[src/rtl/uart_tx_fifo_drain.sv]
// ----------------------------------------------------------------------------
// uart_tx_fifo_drain
//
// UART transmitter acting as the read-side consumer of a first-word
// fall-through byte FIFO. Whenever the FIFO holds data and transmission is
// enabled, the head byte is popped and sent as an 8N1 frame on tx:
// start bit, 8 data bits LSB first, one stop bit.
//
// Ports:
//   clk         system clock, all logic on the rising edge
//   rst         synchronous reset, active-high
//   tx_en       1 = new frames may start; 0 = no new pops (current frame ends)
//   fifo_empty  FIFO empty flag
//   fifo_rdata  FIFO head byte, valid while fifo_empty = 0
//   fifo_rd     pop strobe to the FIFO, one clock per byte
//   tx          serial line, idle high, registered
//   tx_busy     high while a frame is in flight
//   tx_done     one-clock pulse on the last clock of the stop bit
// ----------------------------------------------------------------------------
module uart_tx_fifo_drain #(
    parameter int BAUD_DIV  = 868,
    parameter int DATA_BITS = 8
) (
    input  logic                 clk,
    input  logic                 rst,
    input  logic                 tx_en,
    input  logic                 fifo_empty,
    input  logic [DATA_BITS-1:0] fifo_rdata,
    output logic                 fifo_rd,
    output logic                 tx,
    output logic                 tx_busy,
    output logic                 tx_done
);

    localparam int CNT_W = (BAUD_DIV > 1) ? $clog2(BAUD_DIV) : 1;
    localparam int IDX_W = $clog2(DATA_BITS);
    localparam logic [CNT_W-1:0] BAUD_LAST = CNT_W'(BAUD_DIV - 1);
    localparam logic [IDX_W-1:0] IDX_LAST  = IDX_W'(DATA_BITS - 1);

    typedef enum logic [1:0] {
        IDLE,
        START,
        DATA,
        STOP
    } state_t;

    state_t                state, state_next;
    logic [CNT_W-1:0]      baud_cnt, cnt_next;
    logic [IDX_W-1:0]      bit_idx, idx_next;
    logic [DATA_BITS-1:0]  shift_reg, shift_next;
    logic                  tx_next;
    logic                  baud_end;

    // Bit period ends on an explicit compare, so the counter never relies on
    // wrapping at a power of two.
    assign baud_end = (baud_cnt == BAUD_LAST);

    always_comb begin
        // NOTE: every signal written here gets a default first, so no path
        // through the case statement can leave one unassigned (no latches).
        state_next = state;
        cnt_next   = baud_cnt;
        idx_next   = bit_idx;
        shift_next = shift_reg;
        tx_next    = tx;
        fifo_rd    = 1'b0;

        case (state)
            IDLE: begin
                tx_next = 1'b1;
                // Pop only from IDLE, and never while reset is applied.
                if (!rst && tx_en && !fifo_empty) begin
                    fifo_rd    = 1'b1;
                    shift_next = fifo_rdata;
                    tx_next    = 1'b0;
                    cnt_next   = '0;
                    state_next = START;
                end
            end
            START: begin
                if (baud_end) begin
                    cnt_next   = '0;
                    idx_next   = '0;
                    tx_next    = shift_reg[0];
                    state_next = DATA;
                end else begin
                    cnt_next = baud_cnt + 1'b1;
                end
            end
            DATA: begin
                if (baud_end) begin
                    cnt_next = '0;
                    if (bit_idx == IDX_LAST) begin
                        tx_next    = 1'b1;
                        state_next = STOP;
                    end else begin
                        // The next bit to send is shift_reg[1] before the shift.
                        shift_next = shift_reg >> 1;
                        idx_next   = bit_idx + 1'b1;
                        tx_next    = shift_reg[1];
                    end
                end else begin
                    cnt_next = baud_cnt + 1'b1;
                end
            end
            STOP: begin
                if (baud_end) begin
                    cnt_next   = '0;
                    state_next = IDLE;
                end else begin
                    cnt_next = baud_cnt + 1'b1;
                end
            end
            default: begin
                state_next = IDLE;
            end
        endcase
    end

    always_ff @(posedge clk) begin
        // NOTE: sequential state uses non-blocking assignments so every
        // register samples the pre-edge values regardless of statement order.
        if (rst) begin
            state     <= IDLE;
            baud_cnt  <= '0;
            bit_idx   <= '0;
            shift_reg <= '0;
            tx        <= 1'b1;
        end else begin
            state     <= state_next;
            baud_cnt  <= cnt_next;
            bit_idx   <= idx_next;
            shift_reg <= shift_next;
            tx        <= tx_next;
        end
    end

    assign tx_busy = (state != IDLE);
    assign tx_done = (state == STOP) && baud_end;

endmodule

[config.mk]
export PLATFORM = sky130hd
export DESIGN_NAME = uart_tx_fifo_drain
export DESIGN_NICKNAME = d
export VERILOG_FILES = /design/src/rtl/uart_tx_fifo_drain.sv
export SDC_FILE = /design/constraint.sdc
export NUM_CORES = 1
export LEC_CHECK = 0
export BUFFER_PORTS_ARGS = -buffer_cell sky130_fd_sc_hd__buf_2
export CAP_MARGIN = 40
export CORE_UTILIZATION = 30
export CTS_CLUSTER_DIAMETER = 80
export DETAILED_ROUTE_END_ITERATION = 12
export PLACE_DENSITY_LB_ADDON = 0.1
export RECOVER_POWER = 25
export SLEW_MARGIN = 40
export SYNTH_ARGS = -nofsm -noshare
export SYNTH_HDL_FRONTEND = slang
export SYNTH_SLANG_ARGS = --single-unit
[constraint.sdc]
create_clock -name clk -period 4.29 [get_ports clk]
set_input_delay 0.858 -clock clk [delete_from_list [all_inputs] [get_ports clk]]
set_output_delay 0.858 -clock clk [all_outputs]
set_load 0.01 [all_outputs]
=== After elaboration in Yosys (flattened, before gate mapping) ===
Cells that the tools add are included.

* Output and inout port bits: 4
* Input bits: 12
* Logic and storage cells: 57
* Register bits: 24

* Reduce and logical (&&, ||, !) cells: 15
* Eq/ne operators: 11
* Mux-type cells: 24
* Add/subtract/negate cells: 2

{| class="wikitable"
|+ Operators by type and width
! kind !! count
|-
| 8-bit 2-to-1 mux || 3
|-
| 10-bit 2-to-1 mux || 2
|-
| 10-bit one-hot mux with 2 select lines || 1
|-
| 8-bit one-hot mux with 2 select lines || 1
|-
| 2-bit != test (second input constant) || 6
|-
| 10-bit by 1-bit adder with 10-bit output (second input constant) || 1
|-
| 10-bit equality test (second input constant) || 1
|-
| 2-bit 2-to-1 mux || 5
|-
| 3-bit 2-to-1 mux || 3
|-
| 2-bit one-hot mux with 4 select lines || 1
|-
| 4-bit AND reduction || 2
|-
| 1-bit 2-to-1 mux || 6
|-
| 3-bit one-hot mux with 2 select lines || 1
|-
| 2-bit nonzero test || 3
|-
| 5-bit AND reduction || 1
|-
| 2-bit equality test (second input constant) || 2
|-
| 3-bit by 1-bit adder with 3-bit output (second input constant) || 1
|-
| 3-bit equality test (second input constant) || 1
|-
| 1-bit logical AND || 3
|-
| 1-bit one-hot mux with 3 select lines || 1
|-
| 3-bit AND reduction || 1
|-
| 3-bit nonzero test || 1
|-
| 3-bit OR reduction || 1
|-
| 2-bit by 1-bit equality test with 1-bit output (second input constant) || 1
|-
| 2 further kinds || 3
|}

=== Longest topological paths before layout ===
Gate-level depths: netlist (run 1).

* Depth after elaboration: 5
* Mapped depth: 8
* Mapped depth without buffers: 6

=== Worst setup path after synthesis (run 1) ===
OpenSTA, ideal clock, no wires.

* Path type: input -> output
* Start point: in rst
* End point: out fifo_rd
* Data required time: 3.432 ns
* Path slack: 1.889 ns
* Cell stages on the path: 3
* Arrival time: 1.543 ns
* Buffers on the path: 1
* Path through: or3b_1 buf_2 nor2_1

* Longest elaborated chain between the ends: 5

{| class="wikitable"
|+ RTL lines
! item !! RTL line !! text
|-
| start, declared || 25 || <nowiki>input logic rst,</nowiki>
|-
| 1-bit zero test || 72 || <nowiki>if (!rst && tx_en && !fifo_empty) begin</nowiki>
|-
| 1-bit logical AND (2 in a row) || 72 ||
|-
| 1-bit 2-to-1 mux || 72 ||
|-
| 1-bit 2-to-1 mux || 68 || <nowiki>case (state)</nowiki>
|-
| end, declared || 29 || <nowiki>output logic fifo_rd,</nowiki>
|}

Every way passes these cells.

=== Worst setup path in the final report (run 1) ===
Same ends and word-level chain as after synthesis.

==> summary.md, run 1 <==
| Metric | Value |
|---|---|
| Outcome | finished with violations |
| Failing checks | DRC |
| TNS Setup | 0 ns |
| Tcrit/Tclk final | between 60 and 70% |
| Rows | 24 |
| Mapped Nets | around 180 |
| 1st-iter DRT viols | 44 |
| Initial DRT Pass Iterations | 8 |
| Final min period | about 2.8 ns |
| Post-Synthesis Cells | 164 |
| Cell taking the most area after synthesis | dfxtp_1 |
| NetSw | ~0.00032 W |
| Gate power share | 43.7% |
| Hold Crit Class | flip-flop to flip-flop |
| HPWL Detailed | 2320 um |
| Crit path DAT | ~1.9 ns |
| Mean Syn Cell Area | approximately 8.6 um^2 |
| Skew-Pair Late Insertion Delay | 0.27 ns |
| Static Leak | approximately 0.58 nW |
| Worst path slowest cell | or3b_1 |
| Pre-CTS setup slack | 1.48 ns |
| Placer Congestion | between 0.7 and 0.8 |
| Top cells by area, synth | dfxtp_1 (34%), a211oi_1 (9.0%), ha_1 (7.1%), nor2_1 (5.0%), xnor2_1 (4.3%) |
| DRT antenna net count | 0 |
| P&R area growth vs syn | 10.5% |
| Slew margin rel. | between 30% and 40% |
| Cell class contributing the biggest share of worst-path delay | simple AND/OR/NAND/NOR gates |
| Critical path buffer and inverter count | 2 |
| CTS tree | yes |
| Final Hold Viols | 0 |
| Pwr/cell area | 507 mW/mm^2 |
| RSZ-0062 raised after global routing | false |
| Clock root buffer master | clkbuf_8 |
| WP depth | 4 |
| Sequential area share after synthesis | 34.0% |
| Initial Utilization | a little under a third |
| Post-CTS Resized | 0 |
| Post-Synthesis Cell Area | between 0.001 and 0.0015 mm^2 |
| GRT Util Overall | between 10% and 20% |
| Yosys warning count | 0 |
| Max Slew Vio Count | 0 |
| Largest net degree at the start of global routing | 23 |
| Layout Skew | between 0.002 and 0.003 ns |
| Final WS setup | 1.52 ns |
| Die area | around 0.005 mm^2 |
| Worst EP required | around 3.4 ns |
| Clock Power Share | about a fifth |
| CP Launch Type | input pin |
| Wire per inst | 14.3 um |
| Inserted Diodes | 0 |
| Clock sinks | 24 |
| Routed vias | around 1200 |
| Hold path startpoint | shift_reg[4]$_SDFFE_PP0P_ |
| Internal | around 0.00047 W |
| Post-synth cell types | 42 |
| Worst path cell trace | buf_2 -> or3b_1 -> nor2_1 -> buf_2 |
| R2r startpoint | state[0]$_SDFFE_PP0P_ |
| Core Box Area | between 0.004 and 0.005 mm^2 |
| Number of synthesized flops with an enable pin | 0 |
| Post-CTS Setup Inserts | 0 |
| First-pass GRT wire length | roughly 5500 um |
| CP startpoint | rst |
| Antenna violations before repair | 0 |
| Final setup vio count | 0 |
| Final WL | 3220 um |
| Via count of the first global-routing pass | about 1200 |
| Post-synthesis async set-or-reset flop share | 0% |
| Fillers | 475 |
| Die height | about 71 um |
| Buffers on Ports | 15 |
| Cts hold-fix bufs | 0 |
| CP peak stage delay | approximately 0.56 ns |
| Worst Max-Slew Pin Slew | ~0.94 ns |
| F_max | 0.361 GHz |
| Final net count | roughly 190 |
| DR vias/cell | between 5 and 6 |
| CP Capture Type | output pin |
| Cts bufs inserted | 3 |
| Share of cells above drive strength 1 | 15.6% |
| Total of max-cap violations | 0 |
| Switching part of the total power | between 40% and 50% |
| Chip Width | roughly 71 um |
| R2R setup slack | between 1.5 and 2 ns |
| WHS Path Cells | 2 |
| Clock transition at path regs | approximately 0.080 ns |
| # IOs | 16 |
| Max Fanout on Critical Path | 22 |
| Synthesized flop and latch total | 24 |
| Register share of total power | around 37% |
| Worst Reg-to-Reg Cells | 6 |
| Cell mode on critical path | buf_2 |
| Total gr overflow | 0 |
| Share of the synthesized area in the top cell type | 34.0% |
| # DRC | 2 |
| Max FFs per register | 10 |
| Crit Path Class | input pin to output pin |
| Longest Clk Path Bufs | 2 |
| Top FF cell, synth | dfxtp_1 |
| Max VDD drop | approximately 150 uV |
| H-tree Lvls | 1 |
routing by layer:
layer	part of all wire (%)	wire, um	global-route usage (%)	vias to the layer above
met5	0	0	0	-
met4	2.1	66	6.22	0
met3	2.4	77	2.28	7
met2	44	1410	22.0	19
met1	52	1670	19.6	529
li1	-	-	-	602
placed cells by master, fill, tap and decap left out, types with 4 or more instances in the layout:
cell and instances:
xnor2_1 7, inv_1 13, a21oi_1 11, dfxtp_1 24, nand3_1 5, a211oi_1 17, clkbuf_8 4, nand2_1 7
buf_2 14, nor2_1 19, ha_1 8
final timing paths:
kind / to
setup / recovery: fifo_rd
hold / removal: shift_reg[4]$_SDFFE_PP0P_
setup reg to reg: shift_reg[6]$_SDFFE_PP0P_
hold reg to reg: shift_reg[4]$_SDFFE_PP0P_
power groups by stage:
stage / Sequential (W) / Clock [W] / Combinational, W
5_1_grt: 0.000294 / 0.000176 / 0.000387
3_3_place_gp: 0.000294 / 0 / 0.000346
2_1_floorplan: 0.000291 / 0 / 0.000270
6_report: 0.000289 / 0.000157 / 0.000346
3_5_place_dp: 0.000295 / 0 / 0.000345
4_1_cts: 0.000289 / 0.000167 / 0.000347
cells in the mapped netlist, drive strengths merged (2+ instances only):
master,number
dfxtp,24
nor2,20
a211oi,17
inv,13
a21oi,11
ha,8
nand2,7
xnor2,7
buf,6
nand3,5
a31oi,4
clkbuf,4
nand2b,3
o21ai,3
and3,2
mux2i,2
nand4,2
nor3b,2
o2111a,2
o2111ai,2
or2,2
per-stage QoR:
step	area, um^2	utilization, %	hold slack (ns)	total power (W)	std cells
3_3_place_gp	1510	33.9	0.461	0.000639	221
2_1_floorplan	1410	-	0.434	0.000561	164
3_5_place_dp	1510	33.9	0.459	0.000639	221
5_1_grt	1560	35.1	0.496	0.000857	225
6_report	1560	35.1	0.468	0.000791	225
4_1_cts	1560	35.2	0.473	0.000804	225
layout make-up:
cell class	count	area, um^2	share of cell area (%)
Multi-Input combinational cell	117	838	53.7
Sequential cell	24	480	30.8
Timing Repair Buffer	15	73.8	4.73
Tap cell	52	65.1	4.17
Clock buffer	4	55.1	3.53
Inverter	13	48.8	3.12
logic make-up after synthesis:
kind of cell,count (synthesis),share of synthesized area [%]
xor+xnor,8,4.96
fa+ha+maj,8,7.09
mux,3,2.21
simple gates,53,20.6
buf+inv,23,6.64
compound gates,45,24.4
flops,24,34.0
worst min-delay path: stages, from the launching register on:
cell and delay [ns]:
dfxtp_1 0.30, inv_1 0.06, a211oi_1 0.06
No activity file was read; power rests on OpenSTA's default activity.
==> inputs of run 2 (changes only) <==
--- a/config.mk
+++ b/config.mk
@@ -5,6 +5,7 @@
 export SDC_FILE = /design/constraint.sdc
 export NUM_CORES = 1
 export LEC_CHECK = 0
+export ABC_AREA = 1
 export BUFFER_PORTS_ARGS = -buffer_cell sky130_fd_sc_hd__buf_2
 export CAP_MARGIN = 40
 export CORE_UTILIZATION = 30
==> constraint.sdc (replaced) <==
create_clock -name clk -period 2.6 [get_ports clk]
set_input_delay 0.52 -clock clk [delete_from_list [all_inputs] [get_ports clk]]
set_output_delay 0.52 -clock clk [all_outputs]
set_load 0.01 [all_outputs]
==> run 2 against run 1 <==
  * The flow now finishes without violations
  * Via count up 15%
  * First-iteration DRC count increased by 89%
  * Sequential power increased by 65%
  * Critical path type is now flip-flop to flip-flop
  * Synthesized cell count rose by 27%
  * Non-clock buffer count grew 1
==> summary.md, run 2 <==
| Metric | Value |
|---|---|
| Outcome | complete, no violations (was finished with violations) |
| Chip Width | 70.3 um (was 70.6 um) |
| DRT antenna net count | 0 (unchanged) |
| Post-CTS Resized | 0 (unchanged) |
| Share of the synthesized area in the top cell type | 34.3% (was 34.0%) |
| Max Slew Vio Count | 0 (unchanged) |
| Rows | 24 (unchanged) |
| Share of cells above drive strength 1 | 13.9% (was 15.6%) |
| Total of max-cap violations | 0 (unchanged) |
| GRT Util Overall | 13.4% (was 14.2%) |
| RSZ-0062 raised after global routing | false (unchanged) |
| Crit path DAT | 2.20 ns (was 1.91 ns) |
| Inserted Diodes | 0 (unchanged) |
| Most common cell after layout, fill and taps aside | nand2_1 (was dfxtp_1) |
| Post-Place Cells | 271 (was 221) |
| Top FF cell, synth | dfxtp_1 (unchanged) |
| Max FFs per register | 10 (unchanged) |
| Number of synthesized flops with an enable pin | 0 (unchanged) |
| Die area | 0.00495 mm^2 (was 0.00499 mm^2) |
| Worst EP required | 2.80 ns (was 3.43 ns) |
| # IOs | 16 (unchanged) |
| Wire per inst | 11.3 um (was 14.3 um) |
| Total gr overflow | 0 (unchanged) |
| Slew margin rel. | 61.2% (was 37.1%) |
| CP Capture Type | flip-flop (was output pin) |
| CP Launch Type | flip-flop (was input pin) |
| P&R area growth vs syn | 11.9% (was 10.5%) |
| Mapped Nets | 228 (was 184) |
| Layout Skew | 0.00400 ns (was 0.00263 ns) |
| Final Hold Viols | 0 (unchanged) |
| TNS Setup | 0 ns (unchanged) |
| Final net count | 244 (was 194) |
| Top cells by area, synth | dfxtp_1 (34%), nand2_1 (16%), nor2_1 (7.2%), ha_1 (7.1%), a21oi_1 (5.7%) (was dfxtp_1 (34%), a211oi_1 (9.0%), ha_1 (7.1%), nor2_1 (5.0%), xnor2_1 (4.3%)) |
| Tcrit/Tclk final | approximately three quarters |
| 1st-iter DRT viols | 83 (was 44) |
| Post-synthesis async set-or-reset flop share | 0% (unchanged) |
| Cell taking the most area after synthesis | dfxtp_1 (unchanged) |
| Static Leak | 0.684 nW (was 0.577 nW) |
| Initial DRT Pass Iterations | 4 (was 8) |
| Largest net degree at the start of global routing | 18 (was 23) |
| Mean Syn Cell Area | 6.74 um^2 (was 8.61 um^2) |
| First-pass GRT wire length | 5390 um (was 5520 um) |
| Final setup vio count | 0 (unchanged) |
| Worst Max-Slew Pin Slew | 0.581 ns (was 0.940 ns) |
| Max VDD drop | 288 uV (was 154 uV) |
| Routed vias | 1330 (was 1157) |
| Post-synth cell types | 26 (was 42) |
| Clock sinks | 24 (unchanged) |
| Clock transition at path regs | 0.09 ns (was 0.08 ns) |
| DR vias/cell | 4.84 (was 5.14) |
| F_max | about 0.50 GHz |
| Cts bufs inserted | 3 (unchanged) |
| Max Fanout on Critical Path | 17 (was 22) |
| Final min period | 2.00 ns |
| Most common library cells after synthesis | nand2_1 (59), nor2_1 (27), dfxtp_1 (24) (was dfxtp_1 (24), nor2_1 (19), a211oi_1 (17)) |
| Core Box Area | 0.00441 mm^2 (was 0.00444 mm^2) |
| Final WL | 3120 um (was 3220 um) |
| Buffers on Ports | 15 (unchanged) |
| Die height | 70.3 um (was 70.6 um) |
| Antenna violations before repair | 0 (unchanged) |
| Placer Congestion | 0.818 (was 0.756) |
| Most frequent cells in the layout | nand2_1 (60), nor2_1 (27), dfxtp_1 (24) (was dfxtp_1 (24), nor2_1 (19), a211oi_1 (17)) |
| Post-Synthesis Cells | 208 (was 164) |
| # DRC | 0 (was 2) |
| Via count of the first global-routing pass | 1189 (was 1157) |
| WHS Path Cells | 2 (unchanged) |
| Post-Synthesis Cell Area | 0.00140 mm^2 (was 0.00141 mm^2) |
| Skew-Pair Late Insertion Delay | 0.27 ns (about the same) |
| Clock root buffer master | clkbuf_8 (unchanged) |
| Synthesized flop and latch total | 24 (unchanged) |
| Post-route insts no fill | 275 (was 225) |
| CTS tree | yes (unchanged) |
| Final Instance Area | 0.00157 mm^2 (was 0.00156 mm^2) |
| H-tree Lvls | 1 (unchanged) |
| Initial Utilization | 31.7% (was 31.8%) |
| Hold Crit Class | flip-flop to flip-flop (unchanged) |
| Longest Clk Path Bufs | 2 (unchanged) |
| Count leader, synth | nand2_1 (was dfxtp_1) |
| Dpl cell area | 0.00152 mm^2 (was 0.00151 mm^2) |
| Pwr/cell area | 797 mW/mm^2 (was 507 mW/mm^2) |
| Sequential area share after synthesis | 34.3% (was 34.0%) |
| HPWL Detailed | 2330 um (was 2320 um) |
| Cts hold-fix bufs | 0 (unchanged) |
| Crit Path Class | flip-flop to flip-flop (was input pin to output pin) |
| Yosys warning count | 0 (unchanged) |
| Worst Reg-to-Reg Cells | 7 (was 6) |
| Final Util | 35.5% (was 35.1%) |
| Post-CTS Setup Inserts | 0 (unchanged) |
## run 2: stage by stage
| step | power (W) | worst slack (ns) | hold slack [ns] |
|---|---|---|---|
| floorplan | 0.000900 | 1.06 | 0.441 |
| global placement | 0.00102 | 0.728 | 0.459 |
| detailed placement | 0.00101 | 0.669 | 0.458 |
| CTS | 0.00127 | 0.630 | 0.472 |
| global route | 0.00137 | 0.349 | 0.501 |
| finish | 0.00125 | 0.601 | 0.469 |
## run 2: cells by family after synthesis
family | synth area share, %
and+or+nand+nor | 39.0
buffers and inverters | 8.48
xor gates and xnor gates | 1.25
DFF | 34.3
AOI/OAI and AO/OA | 9.82
adders and majority gates | 7.14
## run 2: layout make-up
cell class,instances,area [um^2]
multi-input combinational,156,800
fill,488,2850
inverter,23,86.3
timing repair buffer,16,81.3
tap,52,65.1
clock buffer,4,55.1
sequential,24,480
## run 2: worst max-delay path, stage by stage, from the launching register on
cell and delay, ns:
dfxtp_1 0.37, inv_1 0.10, ha_1 0.27, nand2_1 0.46, inv_1 0.29, nor2_1 0.26
nand2_1 0.07, a21oi_1 0.11
## run 2: final timing paths
path / end / slack (ns) / startpoint
setup / recovery: baud_cnt[8]$_SDFFE_PP0N_ / 0.60 / state[0]$_SDFFE_PP0P_
hold / removal: shift_reg[7]$_SDFFE_PP0P_ / 0.47 / shift_reg[7]$_SDFFE_PP0P_
setup reg to reg: baud_cnt[8]$_SDFFE_PP0N_ / 0.60 / state[0]$_SDFFE_PP0P_
hold reg to reg: shift_reg[7]$_SDFFE_PP0P_ / 0.47 / shift_reg[7]$_SDFFE_PP0P_
## run 2: per-layer routing
metal	track usage [%]	share of wire (%)	vias to the layer above
met5	0	0	-
met4	3.33	1.1	0
met3	2.16	3.7	4
met2	19.9	42	26
met1	19.9	53	594
li1	-	-	706
## run 2: where the power goes
| part | internal [W] | switching (W) | total (W) | leakage, nW |
|---|---|---|---|---|
| Clock | 0.000135 | 0.000124 | 0.000259 | 0.0288 |
| Sequential | 0.000438 | 0.0000387 | 0.000477 | 0.195 |
| Combinational | 0.000168 | 0.000346 | 0.000513 | 0.461 |
| Total | 0.000741 | 0.000508 | 0.00125 | 0.684 |
==> inputs of run 3 (changes only) <==
==> constraint.sdc (replaced) <==
create_clock -name clk -period 1.7 [get_ports clk]
set_input_delay 0.34 -clock clk [delete_from_list [all_inputs] [get_ports clk]]
set_output_delay 0.34 -clock clk [all_outputs]
set_load 0.01 [all_outputs]
==> run 3 against run 2 <==
  * Via count down 1.2%
  * Sequential share of layout area down 1.7 points
  * Critical path depth down 3
  * Final area up 8.7%
  * Power up 68%
  * Clock power up 52%
  * Wire length up 2.6%
  * Clock skew about the same
  * Register-to-register slack worse by 0.45 ns
  * Cell count up 3.3%
==> summary.md, run 3 (synthesis gave the netlist of run 2 again) <==
| Metric | Value |
|---|---|
| Largest net degree at the start of global routing | 14 (was 18) |
| P&R area growth vs syn | 21.6% (was 11.9%) |
| H-tree Lvls | 1 (unchanged) |
| Clock transition at path regs | 0.09 ns (about the same) |
| WHS Path Cells | 5 (was 2) |
| Clock root buffer master | clkbuf_8 (unchanged) |
| CTS tree | yes (unchanged) |
| DR vias/cell | 4.63 (was 4.84) |
| Slew margin rel. | 82.2% (was 61.2%) |
| HPWL Detailed | 2480 um (was 2330 um) |
| Hold Crit Class | input pin to flip-flop (was flip-flop to flip-flop) |
| Cts bufs inserted | 3 (unchanged) |
| Die height | 70.3 um (unchanged) |
| Worst Reg-to-Reg Cells | 7 (unchanged) |
| Post-route insts no fill | 284 (was 275) |
| Hold endpoint | shift_reg[6]$_SDFFE_PP0P_ (was shift_reg[7]$_SDFFE_PP0P_) |
| Final WS setup | 0.0591 ns (was 0.601 ns) |
| Met2 global-route usage | 20.1% (was 19.9%) |
| Met3 Use GR | 2.16% (unchanged) |
| R2R setup slack | 0.15 ns (was 0.60 ns) |
| Tcrit/Tclk final | between 90 and 100% |
| Chip Width | 70.3 um (unchanged) |
| Crit path DAT | 1.30 ns (was 2.20 ns) |
| F_max | 0.609 GHz |
| Post-Place Cells | 280 (was 271) |
| Layout Skew | 0.00396 ns (was 0.00400 ns) |
| Static Leak | 0.730 nW (was 0.684 nW) |
| Final min period | approximately 1.6 ns |
| Clock sinks | 24 (unchanged) |
| Worst Max-Slew Pin Slew | 0.267 ns (was 0.581 ns) |
| Worst path cell trace | ha_1 -> inv_1 -> nor4_2 -> buf_2 (was inv_1 -> ha_1 -> nand2_1 -> inv_1 -> nor2_1 -> nand2_1 -> a21oi_1) |
| Most frequent cells in the layout | nand2_1 (58), nor2_1 (27), dfxtp_1 (18) (was nand2_1 (60), nor2_1 (27), dfxtp_1 (24)) |
| Design Power | 0.00210 W (was 0.00125 W) |
| Initial Utilization | 31.7% (unchanged) |
| CP Launch Type | flip-flop (unchanged) |
| Antenna violations before repair | 0 (unchanged) |
| Buffers on Ports | 15 (unchanged) |
| Wire per inst | 11.3 um (about the same) |
| Initial DRT Pass Iterations | 4 (unchanged) |
| Inserted Diodes | 0 (unchanged) |
| Post-CTS Setup Inserts | 0 (unchanged) |
| RSZ-0062 raised after global routing | true (was false) |
| Rows | 24 (unchanged) |
| Skew-Pair Late Insertion Delay | 0.27 ns (about the same) |
| R2R Path End | shift_reg[3]$_SDFFE_PP0P_ (was baud_cnt[8]$_SDFFE_PP0N_) |
| Longest Clk Path Bufs | 2 (unchanged) |
| Total gr overflow | 0 (unchanged) |
| 1st-iter DRT viols | 102 (was 83) |
| Final setup vio count | 0 (unchanged) |
| CP peak stage delay | 0.38 ns (was 0.46 ns) |
| R2r startpoint | bit_idx[0]$_SDFFE_PP0P_ (was state[0]$_SDFFE_PP0P_) |
| Final Hold Viols | 0 (unchanged) |
| Top Usage Layer GRT | met1 (unchanged) |
| Share of cells above drive strength 1 | 24.1% (was 13.9%) |
| Outcome | complete, no violations (unchanged) |
| Final WL | 3200 um (was 3120 um) |
| Max VDD drop | 634 uV (was 288 uV) |
| DRT antenna net count | 0 (unchanged) |
| TNS Setup | 0 ns (unchanged) |
| Cts hold-fix bufs | 0 (unchanged) |
| First-pass GRT wire length | 5810 um (was 5390 um) |
| Pwr/cell area | 1230 mW/mm^2 (was 797 mW/mm^2) |
| Final net count | 253 (was 244) |
| Max Fanout on Critical Path | 3 (was 17) |
| Final Util | 38.6% (was 35.5%) |
| # IOs | 16 (unchanged) |
| Total of max-cap violations | 0 (unchanged) |
| CP Capture Type | output pin (was flip-flop) |
| Worst EP required | 1.36 ns (was 2.80 ns) |
| Pre-CTS setup slack | 0.0760 ns (was 0.669 ns) |
| Most common cell after layout, fill and taps aside | nand2_1 (unchanged) |
| GRT Util Overall | 14.4% (was 13.4%) |
| Max FFs per register | 10 (unchanged) |
| Hold path startpoint | fifo_rdata[6] (was shift_reg[7]$_SDFFE_PP0P_) |
| Die area | 0.00495 mm^2 (unchanged) |
| Fillers | 490 (was 488) |
| Routed vias | 1314 (was 1330) |
| Placer Congestion | 0.737 (was 0.818) |
| Met1 usage in global routing | 22.7% (was 19.9%) |
| Worst path slowest cell | dfxtp_4 (was nand2_1) |
| Core Box Area | 0.00441 mm^2 (unchanged) |
| # DRC | 0 (unchanged) |
| Crit Path Class | flip-flop to output pin (was flip-flop to flip-flop) |
| Max Slew Vio Count | 0 (unchanged) |
| Via count of the first global-routing pass | 1224 (was 1189) |
==> run 3: cell types whose count changed in the layout (fill, tap and decap cells not counted), sizes merged <==
| cell | delta |
|---|---|
| buf | +9 |
==> run 3: worst max-delay path by stage <==
stage | start | endpoint | slack [ns] | depth (start not counted)
2_1_floorplan | state[0]$_SDFFE_PP0P_ | bit_idx[2]$_SDFFE_PP0P_ | 0.21 | 11
3_3_place_gp | baud_cnt[0]$_SDFFE_PP0N_ | shift_reg[6]$_SDFFE_PP0P_ | 0.09 | 8
3_5_place_dp | baud_cnt[0]$_SDFFE_PP0N_ | shift_reg[6]$_SDFFE_PP0P_ | 0.08 | 8
4_1_cts | state[1]$_SDFFE_PP0P_ | tx_done | 0.01 | 4
5_1_grt | state[1]$_SDFFE_PP0P_ | tx_done | -0.0005 | 4
6_report | state[1]$_SDFFE_PP0P_ | tx_done | 0.06 | 4
==> run 3: repair_timing <==
item | 4_1_cts | 5_1_grt
endpoints found under the hold margin | 0 | 0
endpoints found under the setup margin | 1 | 22
resized for setup | 3 | 17
pin swaps | 0 | 1
==> run 3: cell type report <==
type                       instances  area, um^2  area share (%)
sequential                        24         493            28.9
clock buffer                       4        55.1            3.23
timing repair buffer              25         149            8.74
multi-input combinational        156         856            50.2
inverter                          23        86.3            5.07
tap                               52        65.1            3.82
==> run 3: where the power goes <==
| part | total (W) | internal [W] | switching (W) |
|---|---|---|---|
| Combinational | 0.000959 | 0.000374 | 0.000585 |
| Clock | 0.000394 | 0.000207 | 0.000188 |
| Sequential | 0.000747 | 0.000682 | 0.0000656 |
| Total | 0.00210 | 0.00126 | 0.000838 |
==> run 3: layer usage <==
| layer | vias to the layer above | part of all wire [%] |
|---|---|---|
| met5 | - | 0 |
| met4 | 0 | 0.59 |
| met3 | 2 | 2.8 |
| met2 | 14 | 42 |
| met1 | 570 | 55 |
| li1 | 728 | - |
==> run 3: through the flow <==
| stage | instance area [um^2] | hold WS (ns) |
|---|---|---|
| floorplan | 1400 | 0.441 |
| global placement | 1580 | 0.456 |
| detailed placement | 1580 | 0.456 |
| CTS | 1650 | 0.385 |
| global route | 1700 | 0.418 |
| finish | 1700 | 0.387 |
==> run 3: critical path, delay by kind of cell, from the launching register on <==
family,cells,cell delay (ns)
flops,1,0.38
fa+ha+maj,1,0.16
simple gates,1,0.25
buf+inv,2,0.25
